==> src/rtl/pc_bimodal_if.sv <==
// ----------------------------------------------------------------------------
// pc_bimodal_if
//   Bundles the fetch, branch-forwarding and statistics signals of the
//   next-PC generator.
//   master : drives enable, fetch and forwarding inputs, observes results
//   slave  : the pc_bimodal block itself
//   Signals:
//     ena                            global enable (low freezes all state)
//     in_fetcher_ena                 in_last_pc/in_last_inst valid this cycle
//     in_last_pc, in_last_inst       last fetched PC and instruction
//     out_next_pc                    registered next fetch address
//     out_next_taken                 combinational prediction for in_last_inst
//     in_misbranch                   resolved branch was mispredicted
//     in_update_valid                a conditional branch resolved this cycle
//     in_forwarding_branch_taken     resolved direction
//     in_forwarding_branch_pc        PC of the resolved branch
//     in_forwarding_correct_address  redirect target after a misbranch
//     out_rollback, out_rollback_pc  pipeline flush request and its PC
//     out_branch_count               saturating count of resolved branches
//     out_mispredict_count           saturating count of misbranches
// ----------------------------------------------------------------------------
interface pc_bimodal_if #(
  parameter int STAT_BITS = 32
);
  logic                 ena;
  logic                 in_fetcher_ena;
  logic [31:0]          in_last_pc;
  logic [31:0]          in_last_inst;
  logic [31:0]          out_next_pc;
  logic                 out_next_taken;
  logic                 in_misbranch;
  logic                 in_update_valid;
  logic                 in_forwarding_branch_taken;
  logic [31:0]          in_forwarding_branch_pc;
  logic [31:0]          in_forwarding_correct_address;
  logic                 out_rollback;
  logic [31:0]          out_rollback_pc;
  logic [STAT_BITS-1:0] out_branch_count;
  logic [STAT_BITS-1:0] out_mispredict_count;

  modport master (
    output ena, in_fetcher_ena, in_last_pc, in_last_inst,
           in_misbranch, in_update_valid, in_forwarding_branch_taken,
           in_forwarding_branch_pc, in_forwarding_correct_address,
    input  out_next_pc, out_next_taken, out_rollback, out_rollback_pc,
           out_branch_count, out_mispredict_count
  );

  modport slave (
    input  ena, in_fetcher_ena, in_last_pc, in_last_inst,
           in_misbranch, in_update_valid, in_forwarding_branch_taken,
           in_forwarding_branch_pc, in_forwarding_correct_address,
    output out_next_pc, out_next_taken, out_rollback, out_rollback_pc,
           out_branch_count, out_mispredict_count
  );
endinterface

==> src/rtl/pc_bimodal.sv <==
// ----------------------------------------------------------------------------
// pc_bimodal
//   Next-PC generator for the fetch stage with a bimodal branch predictor.
//   Computes the next fetch address from the last fetched PC/instruction,
//   redirects on a misbranch, trains a table of saturating counters from
//   resolved branches and keeps saturating branch/mispredict statistics.
//   Ports:
//     clk    rising-edge clock
//     rst_n  asynchronous active-low reset
//     bus    pc_bimodal_if.slave (fetch, forwarding, statistics signals)
//   The STAT_BITS parameter must match the interface instance's STAT_BITS.
// ----------------------------------------------------------------------------
module pc_bimodal #(
  parameter int          INDEX_BITS = 6,
  parameter int          CTR_BITS   = 2,
  parameter int          CTR_INIT   = 1,
  parameter int          PREDICT_EN = 1,
  parameter logic [31:0] RESET_PC   = 32'h0,
  parameter int          STAT_BITS  = 32
) (
  input logic         clk,
  input logic         rst_n,
  pc_bimodal_if.slave bus
);

  localparam int                DEPTH      = 1 << INDEX_BITS;
  localparam logic [6:0]        OP_BRANCH  = 7'b1100011;
  localparam logic [6:0]        OP_JAL     = 7'b1101111;
  localparam logic [CTR_BITS-1:0] CTR_MAX  = {CTR_BITS{1'b1}};
  localparam logic [CTR_BITS-1:0] CTR_RST  = CTR_BITS'(CTR_INIT);

  logic [CTR_BITS-1:0]   table_q [DEPTH];
  logic [31:0]           pc_q, pc_d;
  logic [STAT_BITS-1:0]  branch_q, mispredict_q;

  logic [INDEX_BITS-1:0] pred_idx, upd_idx;
  logic [6:0]            opcode;
  logic [31:0]           b_imm, j_imm;
  logic                  is_branch, taken;
  logic [CTR_BITS-1:0]   upd_val;

  // --------------------------------------------------------------------------
  // Decode and prediction
  // --------------------------------------------------------------------------
  assign pred_idx  = bus.in_last_pc[INDEX_BITS+1:2];
  assign upd_idx   = bus.in_forwarding_branch_pc[INDEX_BITS+1:2];
  assign opcode    = bus.in_last_inst[6:0];
  assign is_branch = (opcode == OP_BRANCH);

  assign b_imm = {{19{bus.in_last_inst[31]}}, bus.in_last_inst[31], bus.in_last_inst[7],
                  bus.in_last_inst[30:25], bus.in_last_inst[11:8], 1'b0};
  assign j_imm = {{11{bus.in_last_inst[31]}}, bus.in_last_inst[31], bus.in_last_inst[19:12],
                  bus.in_last_inst[20], bus.in_last_inst[30:21], 1'b0};

  // Reads the registered table, so a same-cycle update at this index is not
  // yet visible: prediction uses the pre-update counter.
  assign taken = (PREDICT_EN != 0) && is_branch && table_q[pred_idx][CTR_BITS-1];

  assign bus.out_next_taken  = taken;
  assign bus.out_rollback    = bus.in_misbranch;
  assign bus.out_rollback_pc = bus.in_forwarding_branch_pc;

  // --------------------------------------------------------------------------
  // Next-PC selection: misbranch redirect wins over the fetched instruction.
  // JALR falls through to pc+4 and is repaired later by a misbranch.
  // --------------------------------------------------------------------------
  always_comb begin
    // NOTE: every combinational output gets a default first so no path leaves
    // it unassigned, which would otherwise infer a latch.
    pc_d = pc_q;
    if (bus.in_misbranch) begin
      pc_d = bus.in_forwarding_correct_address;
    end else if (bus.in_fetcher_ena) begin
      if (is_branch)             pc_d = taken ? bus.in_last_pc + b_imm : bus.in_last_pc + 32'd4;
      else if (opcode == OP_JAL) pc_d = bus.in_last_pc + j_imm;
      else                       pc_d = bus.in_last_pc + 32'd4;
    end
  end

  always_ff @(posedge clk or negedge rst_n) begin
    // NOTE: state registers use non-blocking assignment so every flop samples
    // pre-edge values, independent of block ordering.
    if (!rst_n)       pc_q <= RESET_PC;
    else if (bus.ena) pc_q <= pc_d;
  end

  assign bus.out_next_pc = pc_q;

  // --------------------------------------------------------------------------
  // Counter training with saturation at both ends
  // --------------------------------------------------------------------------
  always_comb begin
    upd_val = table_q[upd_idx];
    if (bus.in_forwarding_branch_taken) begin
      if (upd_val != CTR_MAX) upd_val = upd_val + CTR_BITS'(1);
    end else begin
      if (upd_val != '0)      upd_val = upd_val - CTR_BITS'(1);
    end
  end

  always_ff @(posedge clk or negedge rst_n) begin
    if (!rst_n) begin
      // NOTE: the table is built from flops rather than a RAM macro precisely
      // because every entry must return to CTR_INIT on reset.
      for (int i = 0; i < DEPTH; i++) table_q[i] <= CTR_RST;
    end else if (bus.ena && bus.in_update_valid) begin
      table_q[upd_idx] <= upd_val;
    end
  end

  // --------------------------------------------------------------------------
  // Saturating statistics
  // --------------------------------------------------------------------------
  always_ff @(posedge clk or negedge rst_n) begin
    if (!rst_n) begin
      branch_q     <= '0;
      mispredict_q <= '0;
    end else if (bus.ena) begin
      if (bus.in_update_valid && !(&branch_q))  branch_q     <= branch_q + STAT_BITS'(1);
      if (bus.in_misbranch && !(&mispredict_q)) mispredict_q <= mispredict_q + STAT_BITS'(1);
    end
  end

  assign bus.out_branch_count     = branch_q;
  assign bus.out_mispredict_count = mispredict_q;

endmodule
==> src/flat_wrapper.sv <==
// flat-port wrapper written by rule: the top's interface ports become plain ports
module pc_bimodal_flat 
#(
  parameter int          INDEX_BITS = 6,
  parameter int          CTR_BITS   = 2,
  parameter int          CTR_INIT   = 1,
  parameter int          PREDICT_EN = 1,
  parameter logic [31:0] RESET_PC   = 32'h0,
  parameter int          STAT_BITS  = 32
)
  (clk, rst_n, bus_ena, bus_in_fetcher_ena, bus_in_last_pc, bus_in_last_inst, bus_in_misbranch, bus_in_update_valid, bus_in_forwarding_branch_taken, bus_in_forwarding_branch_pc, bus_in_forwarding_correct_address, bus_out_next_pc, bus_out_next_taken, bus_out_rollback, bus_out_rollback_pc, bus_out_branch_count, bus_out_mispredict_count);
  pc_bimodal_if #(.STAT_BITS(STAT_BITS)) bus_i ();
  input logic clk;
  input logic rst_n;
  input wire logic [$bits(bus_i.ena)-1:0] bus_ena;
  input wire logic [$bits(bus_i.in_fetcher_ena)-1:0] bus_in_fetcher_ena;
  input wire logic [$bits(bus_i.in_last_pc)-1:0] bus_in_last_pc;
  input wire logic [$bits(bus_i.in_last_inst)-1:0] bus_in_last_inst;
  input wire logic [$bits(bus_i.in_misbranch)-1:0] bus_in_misbranch;
  input wire logic [$bits(bus_i.in_update_valid)-1:0] bus_in_update_valid;
  input wire logic [$bits(bus_i.in_forwarding_branch_taken)-1:0] bus_in_forwarding_branch_taken;
  input wire logic [$bits(bus_i.in_forwarding_branch_pc)-1:0] bus_in_forwarding_branch_pc;
  input wire logic [$bits(bus_i.in_forwarding_correct_address)-1:0] bus_in_forwarding_correct_address;
  output wire logic [$bits(bus_i.out_next_pc)-1:0] bus_out_next_pc;
  output wire logic [$bits(bus_i.out_next_taken)-1:0] bus_out_next_taken;
  output wire logic [$bits(bus_i.out_rollback)-1:0] bus_out_rollback;
  output wire logic [$bits(bus_i.out_rollback_pc)-1:0] bus_out_rollback_pc;
  output wire logic [$bits(bus_i.out_branch_count)-1:0] bus_out_branch_count;
  output wire logic [$bits(bus_i.out_mispredict_count)-1:0] bus_out_mispredict_count;
  assign bus_i.ena = bus_ena;
  assign bus_i.in_fetcher_ena = bus_in_fetcher_ena;
  assign bus_i.in_last_pc = bus_in_last_pc;
  assign bus_i.in_last_inst = bus_in_last_inst;
  assign bus_i.in_misbranch = bus_in_misbranch;
  assign bus_i.in_update_valid = bus_in_update_valid;
  assign bus_i.in_forwarding_branch_taken = bus_in_forwarding_branch_taken;
  assign bus_i.in_forwarding_branch_pc = bus_in_forwarding_branch_pc;
  assign bus_i.in_forwarding_correct_address = bus_in_forwarding_correct_address;
  assign bus_out_next_pc = bus_i.out_next_pc;
  assign bus_out_next_taken = bus_i.out_next_taken;
  assign bus_out_rollback = bus_i.out_rollback;
  assign bus_out_rollback_pc = bus_i.out_rollback_pc;
  assign bus_out_branch_count = bus_i.out_branch_count;
  assign bus_out_mispredict_count = bus_i.out_mispredict_count;
  pc_bimodal #(.INDEX_BITS(INDEX_BITS), .CTR_BITS(CTR_BITS), .CTR_INIT(CTR_INIT), .PREDICT_EN(PREDICT_EN), .RESET_PC(RESET_PC), .STAT_BITS(STAT_BITS)) u_core (.clk(clk), .rst_n(rst_n), .bus(bus_i));
endmodule
==> config.mk <==
export PLATFORM = sky130hd
export DESIGN_NAME = pc_bimodal_flat
export DESIGN_NICKNAME = d
export VERILOG_FILES = /design/src/rtl/pc_bimodal_if.sv /design/src/rtl/pc_bimodal.sv /design/src/flat_wrapper.sv
export SDC_FILE = /design/constraint.sdc
export NUM_CORES = 1
export LEC_CHECK = 0
export CAP_MARGIN = 20
export CORE_MARGIN = 4
export CORE_UTILIZATION = 59
export CTS_CLUSTER_DIAMETER = 80
export DETAILED_ROUTE_END_ITERATION = 8
export PLACE_DENSITY = 0.87
export SLEW_MARGIN = 20
export SYNTH_ARGS = -nofsm -noshare
export SYNTH_HDL_FRONTEND = slang
export SYNTH_SLANG_ARGS = --single-unit
==> constraint.sdc <==
create_clock -name clk -period 8.25 [get_ports clk]
set_input_delay 1.65 -clock clk [delete_from_list [all_inputs] [get_ports clk]]
set_output_delay 1.65 -clock clk [all_outputs]
set_load 0.02 [all_outputs]
==> flow_summary_export.csv, run 1 <==
group,metric,value,unit
min_path,min_path_type,"flip-flop to flip-flop",
yosys,synth-seq-cells,224,
status,status,"finished, final reports clean",
yosys,yosysWarnings,0,
setup_path,crit_path_max_incr_delay,990,ps
die,pin_count,265,
clock_tree,cts_inserted_buffers,26,
timing,rsz0062_at_grt,"false",
clock_tree,cts_resized,0,
power_and_ir_drop,power_frac_comb,0.251,
yosys,synth_cells,1702,
setup_path,worstPathMaxFanout,18,
die,start_util,0.601,
yosys,synth_fa_ha_area_frac,0.0408,
min_path,min_from,"u_core.bus.out_next_pc[5]",
yosys,synth.avg_cell_area,9.26,µm²
power_and_ir_drop,intPower,2.40,mW
yosys,synth_seq_area_share,0.361,
placement,gp_congestion,1.02,
yosys,yosysTopAreaCell,"dfrtp_1",
die,die_w,171,µm
setup_path,startpoint,"bus_in_last_pc[4]",
grt,antenna_found_initial,1,
clock_tree,h-tree-depth,1,
clock_tree,post-cts-setup-buffer-count,0,
timing,fin_skew,20.5,ps
setup_path,cpMaxStageDelayCell,"clkdlybuf4s50_1",
yosys,synth-xor-area-share,0.0728,
clock_tree,cts_hold_buffers,0,
yosys,synthSimpleGateAreaFrac,0.188,
clock_tree,clk_latency,540,ps
die,num_rows,59,
power_and_ir_drop,switchingPower,1.08,mW
setup_path,r2r_slack,4840,ps
drt,ant_nets,0,
power_and_ir_drop,clock_power_share,0.371,
yosys,synthMuxAreaShare,0.107,
yosys,synth_ff_type,"dfrtp_1",
drt,vias_per_cell,6.61,
yosys,ys_types,85,
grt,grt_max_degree,100,
power_and_ir_drop,powerDensity,186,mW/mm²
placement,dp_hpwl,38300,µm
finish,area_growth,18.5,%
timing,worst_pin_slew,1140,ps
grt,grt_pass1_vias,14700,
setup_path,reg2reg_from,"u_core.table_q[53]",
drt,drt-initial-drc-count,1612,
clock_tree,cts_tree,"done",
setup_path,critPathKind,"primary input to output port",
drt,vias,14600,
power_and_ir_drop,p_leak,7.62,nW
finish,stdcell_count,2200,
yosys,synth_compound_area_frac,0.178,
yosys,ys_top_cells_by_area,"dfrtp_1 (25%), dfstp_2 (11%), mux2_2 (6.1%), nand2_1 (4.7%), xnor2_1 (4.4%)",
timing,max_clock_freq,158,MHz
clock_tree,clk_pin_slew,60,ps
power_and_ir_drop,seq_power_share,0.379,
setup_path,start_kind,"primary input",
drt,wirelength,52000,µm
placement,port_buffers,212,
yosys,netlist.area_leader.share,0.254,
die,design.core.area,0.0262,mm²
power_and_ir_drop,peakVddDrop,0.000209,V
job,max_cap_violations,0,
timing,fin_crit,6330,ps
setup_path,path_cells,"clkdlybuf4s50_1 -> mux4_2 -> o22ai_1 -> a21oi_1 -> o2111ai_1 -> nand2_2 -> nand2_2 -> inv_2 -> clkdlybuf4s50_1",
timing,setup_tns,0,ps
grt,grt_overflow,0,
yosys,synth_most_common_cell,"nand2_1",
drt,drtPass1Iterations,5,
die,die_area,0.0294,mm²
clock_tree,cts_buffer_depth,3,
drt,drc,0,
yosys,syn_nets,1885,
drt,drt-wirelength-per-cell,23.6,µm
die,fp.dieH,171,µm
yosys,synth_top_family_by_area,"simple AND/OR/NAND/NOR gates",
yosys,netlist_top_cells_count,"nand2_1 (198), dfrtp_1 (160), nor2_1 (137)",
timing,slew_violations,0,
timing,setup_viol,0,
placement,dpl.cell_count,2151,
yosys,netlist_area,0.0158,mm²
finish,fill_cells,1936,
setup_path,cp.arrival,4680,ps
grt,grt_pass1_wl,81000,µm
clock_tree,cts-root-buf,"clkbuf_16",
clock_tree,cts.sinks,224,
timing,post-route-period-util,0.767,
setup_path,critPathRequiredTime,6600,ps
timing,finalHoldViolCount,0,
timing,relSlewSlack,0.240,
finish,drive_above_1_share,0.172,
power_and_ir_drop,sw_frac_of_total,0.310,
setup_path,endpoint_kind,"output port",
yosys,synth_edf_count,0,
setup_path,cp_num_buf_inv,3,
setup_path,cp_top_family,"buffers and inverters",
grt,track_usage,0.348,
yosys,async_flop_share,1.00,
finish,nets,2027,
[flip-flops by register name (all words and copies together) (netlist names)]
name,cells
u_core.bus.out_branch_count,32
u_core.bus.out_mispredict_count,32
u_core.bus.out_next_pc,32
u_core.table_q,128
[metal layers]
metal / part of all wire / GRT usage / vias up
met5: 0 / 0 / -
met4: 0.049 / 0.159 / 0
met3: 0.095 / 0.0671 / 186
met2: 0.46 / 0.559 / 843
met1: 0.39 / 0.457 / 7058
li1: - / - / 6463
[power groups by stage]
stage	Clock [mW]	Combinational (mW)	Sequential (mW)
after floorplan	0	0.493	1.36
after global placement	0	0.842	1.32
after detailed placement	0	0.854	1.33
after CTS	1.30	0.861	1.31
after global routing	1.34	0.936	1.33
final	1.29	0.870	1.31
[path summary, 6_finish.rpt]
kind	to	cells past startpoint
max reg2reg	u_core.bus.out_next_pc[15]	11
min reg2reg	u_core.bus.out_next_pc[5]	2
min in group asynchronous	u_core.table_q[119]	1
min	u_core.bus.out_next_pc[5]	2
max	bus_out_next_taken	9
max in group asynchronous	u_core.bus.out_next_pc[17]	2
[layout by cell type, fill, tap and decap left out, types with 9 or more instances in the layout]
cell type,n
a22oi_1,10
dfstp_2,64
nor3_1,32
o21ai_2,39
a21oi_1,88
mux2i_1,23
a21oi_2,22
a221oi_1,20
buf_4,18
and3_1,30
ha_1,46
o211ai_1,9
xnor2_1,80
nor2b_1,13
clkdlybuf4s50_1,208
a211oi_1,9
and2_1,16
nand4_1,36
or3_1,24
nand3_1,67
dfrtp_1,160
nor2_1,136
clkbuf_16,27
mux2_2,86
nand2b_1,18
and4_1,13
o22ai_1,14
xor2_1,51
nand2_1,198
o21ai_0,78
a21o_1,17
a31oi_1,20
mux4_2,19
inv_1,26
[logic make-up after synthesis]
logic type / Yosys count
DFF: 224
muxes: 131
and+or+nand+nor: 614
buffers and inverters: 144
AOI/OAI and AO/OA: 408
adders and majority gates: 50
xor gates and xnor gates: 131
[cell type report]
cell class,count,area [µm²],share of cell area
Multi-Input combinational cell,1334,9250,0.495
Sequential cell,224,5690,0.304
Timing Repair Buffer,230,2250,0.120
Clock buffer,35,756,0.0405
Tap cell,335,419,0.0224
Clock inverter,13,210,0.0113
Inverter,28,105,0.00563
Antenna cell,1,2.50,0.000134
[worst register-to-register path: cells and delay by family (launching register included)]
kind / cells / cell delay [ps]
flip-flops: 1 / 420
multiplexers: 2 / 650
AO/OA/AOI/OAI: 4 / 1020
AND/OR/NAND/NOR: 3 / 810
buffers and inverters: 2 / 340
[through the flow]
step                      power [mW]  utilization  setup WS, ps  hold slack, ps  area, µm²
after floorplan                 1.86            -          3110             460      15800
after global placement          2.17        0.676          2070             460      17700
after detailed placement        2.18        0.676          1980             467      17700
after CTS                       3.47        0.713          1970             480      18700
after global routing            3.61        0.713          1800             513      18700
final                           3.47        0.713          1920             476      18700
Power figures use the tool's default switching activity.
==> run 2: changes to the inputs <==
--- a/config.mk
+++ b/config.mk
@@ -7,10 +7,10 @@
 export LEC_CHECK = 0
 export CAP_MARGIN = 20
 export CORE_MARGIN = 4
-export CORE_UTILIZATION = 59
+export CORE_UTILIZATION = 49
 export CTS_CLUSTER_DIAMETER = 80
 export DETAILED_ROUTE_END_ITERATION = 8
-export PLACE_DENSITY = 0.87
+export PLACE_DENSITY = 0.77
 export SLEW_MARGIN = 20
 export SYNTH_ARGS = -nofsm -noshare
 export SYNTH_HDL_FRONTEND = slang
==> constraint.sdc (replaced) <==
create_clock -name clk -period 5.4 [get_ports clk]
set_input_delay 1.08 -clock clk [delete_from_list [all_inputs] [get_ports clk]]
set_output_delay 1.08 -clock clk [all_outputs]
set_load 0.02 [all_outputs]
==> run 2 against run 1 <==
First-iteration DRC count decreased by 22%. Die area increased by 19%. Sequential power increased by 53%. Non-clock buffer count increased by 14. Clock-buffer cell count increased by 4. Via count decreased by 2.7%. Worst hold slack improved by 8.9 ps. Total power increased by 49%. Worst setup slack got worse by 1400 ps. Utilization decreased by 12 points. Critical path type unchanged. Largest cell class unchanged. Largest power group unchanged. Highest routed layer unchanged.
==> flow_summary_export.csv, run 2 (same netlist as run 1, synthesis figures left out) <==
group,metric,value,unit
setup_path,crit_path_max_incr_delay,890,ps
grt,grt_pass1_vias,14400,
power_and_ir_drop,power_frac_comb,0.257,
finish,fin_area,0.0188,mm²
power_and_ir_drop,seq_power_share,0.389,
placement,gp_congestion,1.03,
clock_tree,cts-root-buf,"clkbuf_16",
setup_path,cpMaxStageDelayCell,"clkdlybuf4s50_1",
clock_tree,cts_hold_buffers,0,
drt,drt-initial-drc-count,1258,
finish,final_common_cell,"clkdlybuf4s50_1",
clock_tree,h-tree-depth,1,
timing,finalHoldViolCount,0,
timing,fin_crit,4890,ps
finish,final_cell_mix,"clkdlybuf4s50_1 (208), nand2_1 (198), dfrtp_1 (160), nor2_1 (136), a21oi_1 (88)",
die,start_util,0.498,
status,status,"finished, final reports clean",
setup_path,endpoint_kind,"output port",
grt,antenna_found_initial,0,
drt,ant_nets,0,
die,die_area,0.0351,mm²
drt,drt-wirelength-per-cell,22.8,µm
clock_tree,cts_inserted_buffers,27,
clock_tree,clk_pin_slew,60,ps
drt,vias,14200,
die,die_w,187,µm
clock_tree,cts_buffer_depth,3,
setup_path,cp.arrival,3810,ps
finish,nets,2042,
timing,setup_tns,0,ps
min_path,min_path_type,"flip-flop to flip-flop",
setup_path,rr_worst_depth,11,
clock_tree,cts.sinks,224,
timing,max_clock_freq,205,MHz
die,design.core.area,0.0316,mm²
die,num_rows,65,
setup_path,critPathKind,"primary input to output port",
setup_path,start_kind,"primary input",
timing,slew_violations,0,
power_and_ir_drop,intPower,3.52,mW
finish,area_growth,19.4,%
timing,rsz0062_at_grt,"false",
die,pin_count,265,
clock_tree,cts_resized,0,
clock_tree,cts_tree,"done",
placement,port_buffers,212,
timing,setup_viol,0,
min_path,min_path_cells,1,
drt,drtPass1Iterations,7,
drt,vias_per_cell,6.20,
finish,regMostFlops,"u_core.table_q",
timing,fin_skew,17.9,ps
grt,grt_pass1_wl,82400,µm
setup_path,r2r_slack,2300,ps
finish,drive_above_1_share,0.177,
grt,grt_max_degree,95,
timing,post-route-period-util,0.905,
finish,largest_reg_flops,128,
setup_path,path_cells,"clkdlybuf4s50_1 -> nor2b_1 -> a22o_1 -> o21ai_0 -> o2111ai_1 -> nand2_2 -> nand2_2 -> inv_2 -> clkdlybuf4s50_1",
power_and_ir_drop,switchingPower,1.64,mW
die,fp.dieH,187,µm
job,max_cap_violations,0,
timing,relSlewSlack,0.230,
drt,wirelength,52000,µm
placement,dp_hpwl,38700,µm
timing,worst_pin_slew,1150,ps
grt,track_usage,0.288,
placement,place_area,0.0179,mm²
finish,diodes,0,
setup_path,critPathRequiredTime,4320,ps
power_and_ir_drop,clock_power_share,0.355,
drt,drc,0,
power_and_ir_drop,sw_frac_of_total,0.318,
power_and_ir_drop,p_leak,7.65,nW
power_and_ir_drop,peakVddDrop,0.000250,V
grt,grt_overflow,0,
clock_tree,post-cts-setup-buffer-count,0,
setup_path,worstPathMaxFanout,15,
clock_tree,clk_latency,560,ps
power_and_ir_drop,powerDensity,275,mW/mm²
[run 2: cell count changes in the layout (fill, tap and decap cells not counted), moves of 2 or more]
cell	change
bufinv_16	-3
clkinv_2	+2
buf_12	+2
clkbuf_1	+5
clkinv_4	-3
buf_4	+12
[run 2: worst max-delay path: cells and delay by family]
| family | cells | cell delay [ps] |
|---|---|---|
| AO/OA/AOI/OAI | 3 | 550 |
| AND/OR/NAND/NOR | 3 | 580 |
| buffers and inverters | 3 | 1580 |
[run 2: through the flow]
step	setup slack, ps	hold slack [ps]	util	power (mW)	cells
3_5_place_dp	587	479	0.567	3.34	2232
4_1_cts	580	491	0.595	5.19	2282
3_3_place_gp	602	464	0.567	3.32	2232
5_1_grt	374	510	0.595	5.39	2282
6_report	515	485	0.595	5.16	2282
2_1_floorplan	1400	460	-	2.84	1702
[run 2: path summary, 6_finish.rpt]
kind,startpoint,endpoint
max,bus_in_last_pc[2],bus_out_next_taken
min,u_core.bus.out_branch_count[23],u_core.bus.out_branch_count[23]
max reg2reg,u_core.table_q[97],u_core.bus.out_next_pc[15]
min reg2reg,u_core.bus.out_branch_count[23],u_core.bus.out_branch_count[23]
max in group asynchronous,rst_n,u_core.bus.out_next_pc[20]
min in group asynchronous,rst_n,u_core.table_q[95]
[run 2: per-layer routing]
layer	track usage	share of wire	vias up	wire, µm
met5	0	0	-	0
met4	0.108	0.044	0	2280
met3	0.0491	0.081	139	4190
met2	0.470	0.46	686	24000
met1	0.386	0.42	6837	21600
li1	-	-	6494	-
[run 2: cell type report]
type,count,area (µm²)
fill,2736,12800
inverter,28,105
sequential,224,5690
multi-input combinational,1334,9250
clock buffer,39,761
timing repair buffer,244,2380
tap,402,503
clock inverter,11,129
[run 2: power groups by stage]
stage          sequential (mW)  combinational (mW)  clock [mW]
6_report                  2.01                1.33        1.83
5_1_grt                   2.03                1.43        1.93
4_1_cts                   2.00                1.32        1.86
3_5_place_dp              2.03                1.31           0
3_3_place_gp              2.02                1.30           0
2_1_floorplan             2.08               0.753           0
==> run 3: changes to the inputs <==
--- a/config.mk
+++ b/config.mk
@@ -6,11 +6,14 @@
 export NUM_CORES = 1
 export LEC_CHECK = 0
 export CAP_MARGIN = 20
+export CELL_PAD_IN_SITES_DETAIL_PLACEMENT = 0
+export CELL_PAD_IN_SITES_GLOBAL_PLACEMENT = 1
 export CORE_MARGIN = 4
-export CORE_UTILIZATION = 49
+export CORE_UTILIZATION = 38
 export CTS_CLUSTER_DIAMETER = 80
 export DETAILED_ROUTE_END_ITERATION = 8
-export PLACE_DENSITY = 0.77
+export GPL_ROUTABILITY_DRIVEN = 0
+export PLACE_DENSITY = 0.79
 export SLEW_MARGIN = 20
 export SYNTH_ARGS = -nofsm -noshare
 export SYNTH_HDL_FRONTEND = slang
==> run 3 against run 2 <==
Clock power grew 14%. Clock skew shrank 6.6 ps. Worst hold slack lost 24 ps. Combinational power is essentially flat. Sequential power is essentially flat. Via count shrank 0.13%. Sequential share of layout area shrank 0.60 points.
==> flow_summary_export.csv, run 3 (same netlist as run 1, synthesis figures left out) <==
group,metric,value,unit
status,status,"finished, final reports clean",
timing,relSlewSlack,0.327,
die,design.core.area,0.0409,mm²
clock_tree,cts_hold_buffers,0,
drt,route.top_layer_used,"met4",
job,max_cap_violations,0,
timing,slew_violations,0,
timing,post-route-period-util,0.902,
finish,diodes,0,
setup_path,critPathRequiredTime,4320,ps
placement,place_area,0.0181,mm²
die,num_rows,74,
drt,vias_per_cell,5.83,
die,fp.dieH,212,µm
finish,final_cell_mix,"clkdlybuf4s50_1 (207), nand2_1 (198), dfrtp_1 (160), nor2_1 (136), a21oi_1 (88)",
drt,drt-wirelength-per-cell,22.0,µm
timing,rsz0062_at_grt,"false",
setup_path,cp.arrival,3790,ps
grt,antenna_found_initial,0,
grt,grt_pass1_wl,82100,µm
setup_path,worstPathMaxFanout,11,
drt,drc,0,
timing,fin_ws,528,ps
drt,drt-initial-drc-count,1135,
power_and_ir_drop,p_leak,7.78,nW
die,die_area,0.0448,mm²
die,die_w,212,µm
setup_path,critPathKind,"primary input to output port",
clock_tree,cts-root-buf,"clkbuf_16",
finish,fill_cells,3948,
timing,worst_pin_slew,997,ps
timing,setup_viol,0,
drt,wl_met2,24500,µm
clock_tree,cts_resized,0,
clock_tree,cts_tree,"done",
grt,grt_max_degree,140,
finish,area_growth,21.8,%
timing,fin_skew,11.3,ps
finish,fin_area,0.0192,mm²
timing,max_clock_freq,205,MHz
power_and_ir_drop,powerDensity,282,mW/mm²
min_path,min_path_type,"primary input to asynchronous set/reset pin",
clock_tree,cts_inserted_buffers,29,
drt,vias,14100,
finish,drive_above_1_share,0.185,
drt,drtPass1Iterations,7,
finish,final_common_cell,"clkdlybuf4s50_1",
drt,wirelength,53300,µm
clock_tree,clk_pin_slew,60,ps
grt,track_usage,0.229,
timing,fin_crit,4870,ps
timing,finalHoldViolCount,0,
clock_tree,cts.sinks,224,
placement,dp_slack,572,ps
drt,ant_nets,0,
finish,nets,2053,
clock_tree,h-tree-depth,1,
grt,grt_overflow,0,
setup_path,endpoint_kind,"output port",
drt,wl_met1,22800,µm
drt,wl_met3,4470,µm
die,pin_count,265,
setup_path,start_kind,"primary input",
finish,regMostFlops,"u_core.table_q",
clock_tree,cts_buffer_depth,3,
timing,setup_tns,0,ps
grt,grt_pass1_vias,14000,
clock_tree,post-cts-setup-buffer-count,0,
clock_tree,clk_latency,570,ps
placement,dp_hpwl,39400,µm
placement,port_buffers,212,
power_and_ir_drop,peakVddDrop,0.000216,V
finish,largest_reg_flops,128,
die,start_util,0.385,
==> run 3: critical path, stage by stage <==
cell,delay (ps)
clkdlybuf4s50_1,730
buf_4,340
and2_1,190
a222oi_1,360
a21oi_1,110
o211ai_1,110
nand2_2,140
nand2_2,130
inv_2,50
clkdlybuf4s50_1,530
==> run 3: worst paths after layout <==
| check | from | endpoint | slack (ps) | depth (start not counted) |
|---|---|---|---|---|
| setup reg to reg | u_core.table_q[26] | u_core.table_q[86] | 2320 | 7 |
| hold / removal | rst_n | u_core.table_q[37] | 460 | 1 |
| max in group asynchronous | rst_n | u_core.bus.out_next_pc[9] | 3540 | 3 |
| setup / recovery | bus_in_last_pc[4] | bus_out_next_taken | 530 | 10 |
| min in group clk | u_core.bus.out_next_pc[1] | u_core.bus.out_next_pc[1] | 480 | 2 |
| hold reg to reg | u_core.bus.out_next_pc[1] | u_core.bus.out_next_pc[1] | 480 | 2 |
==> run 3: layout make-up <==
type | instances | area (µm²) | share of cell area
flip-flops and latches | 224 | 5690 | 0.296
well taps | 532 | 666 | 0.0347
clock inverters | 15 | 219 | 0.0114
repair buffers | 253 | 2460 | 0.128
inverters | 28 | 105 | 0.00548
clock buffers | 37 | 806 | 0.0420
multi-input cells | 1334 | 9250 | 0.482
==> run 3: routing by layer <==
metal  track usage  vias up
met5             0        -
met4        0.0640        0
met3        0.0424      105
met2         0.368      592
met1         0.319     6926
li1              -     6514
==> run 3: power by group <==
group	internal, mW	total [mW]	switching (mW)
Clock	1.29	2.08	0.787
Sequential	1.87	2.01	0.142
Combinational	0.582	1.33	0.752
Total	3.74	5.42	1.68
==> run 3: metrics by stage <==
stage	power [mW]	util	instances	hold slack [ps]
5_1_grt	5.67	0.469	2423	479
4_1_cts	5.46	0.468	2422	488
2_1_floorplan	2.84	-	1702	460
6_report	5.42	0.469	2423	461
3_3_place_gp	3.33	0.443	2370	466
3_5_place_dp	3.35	0.443	2370	474
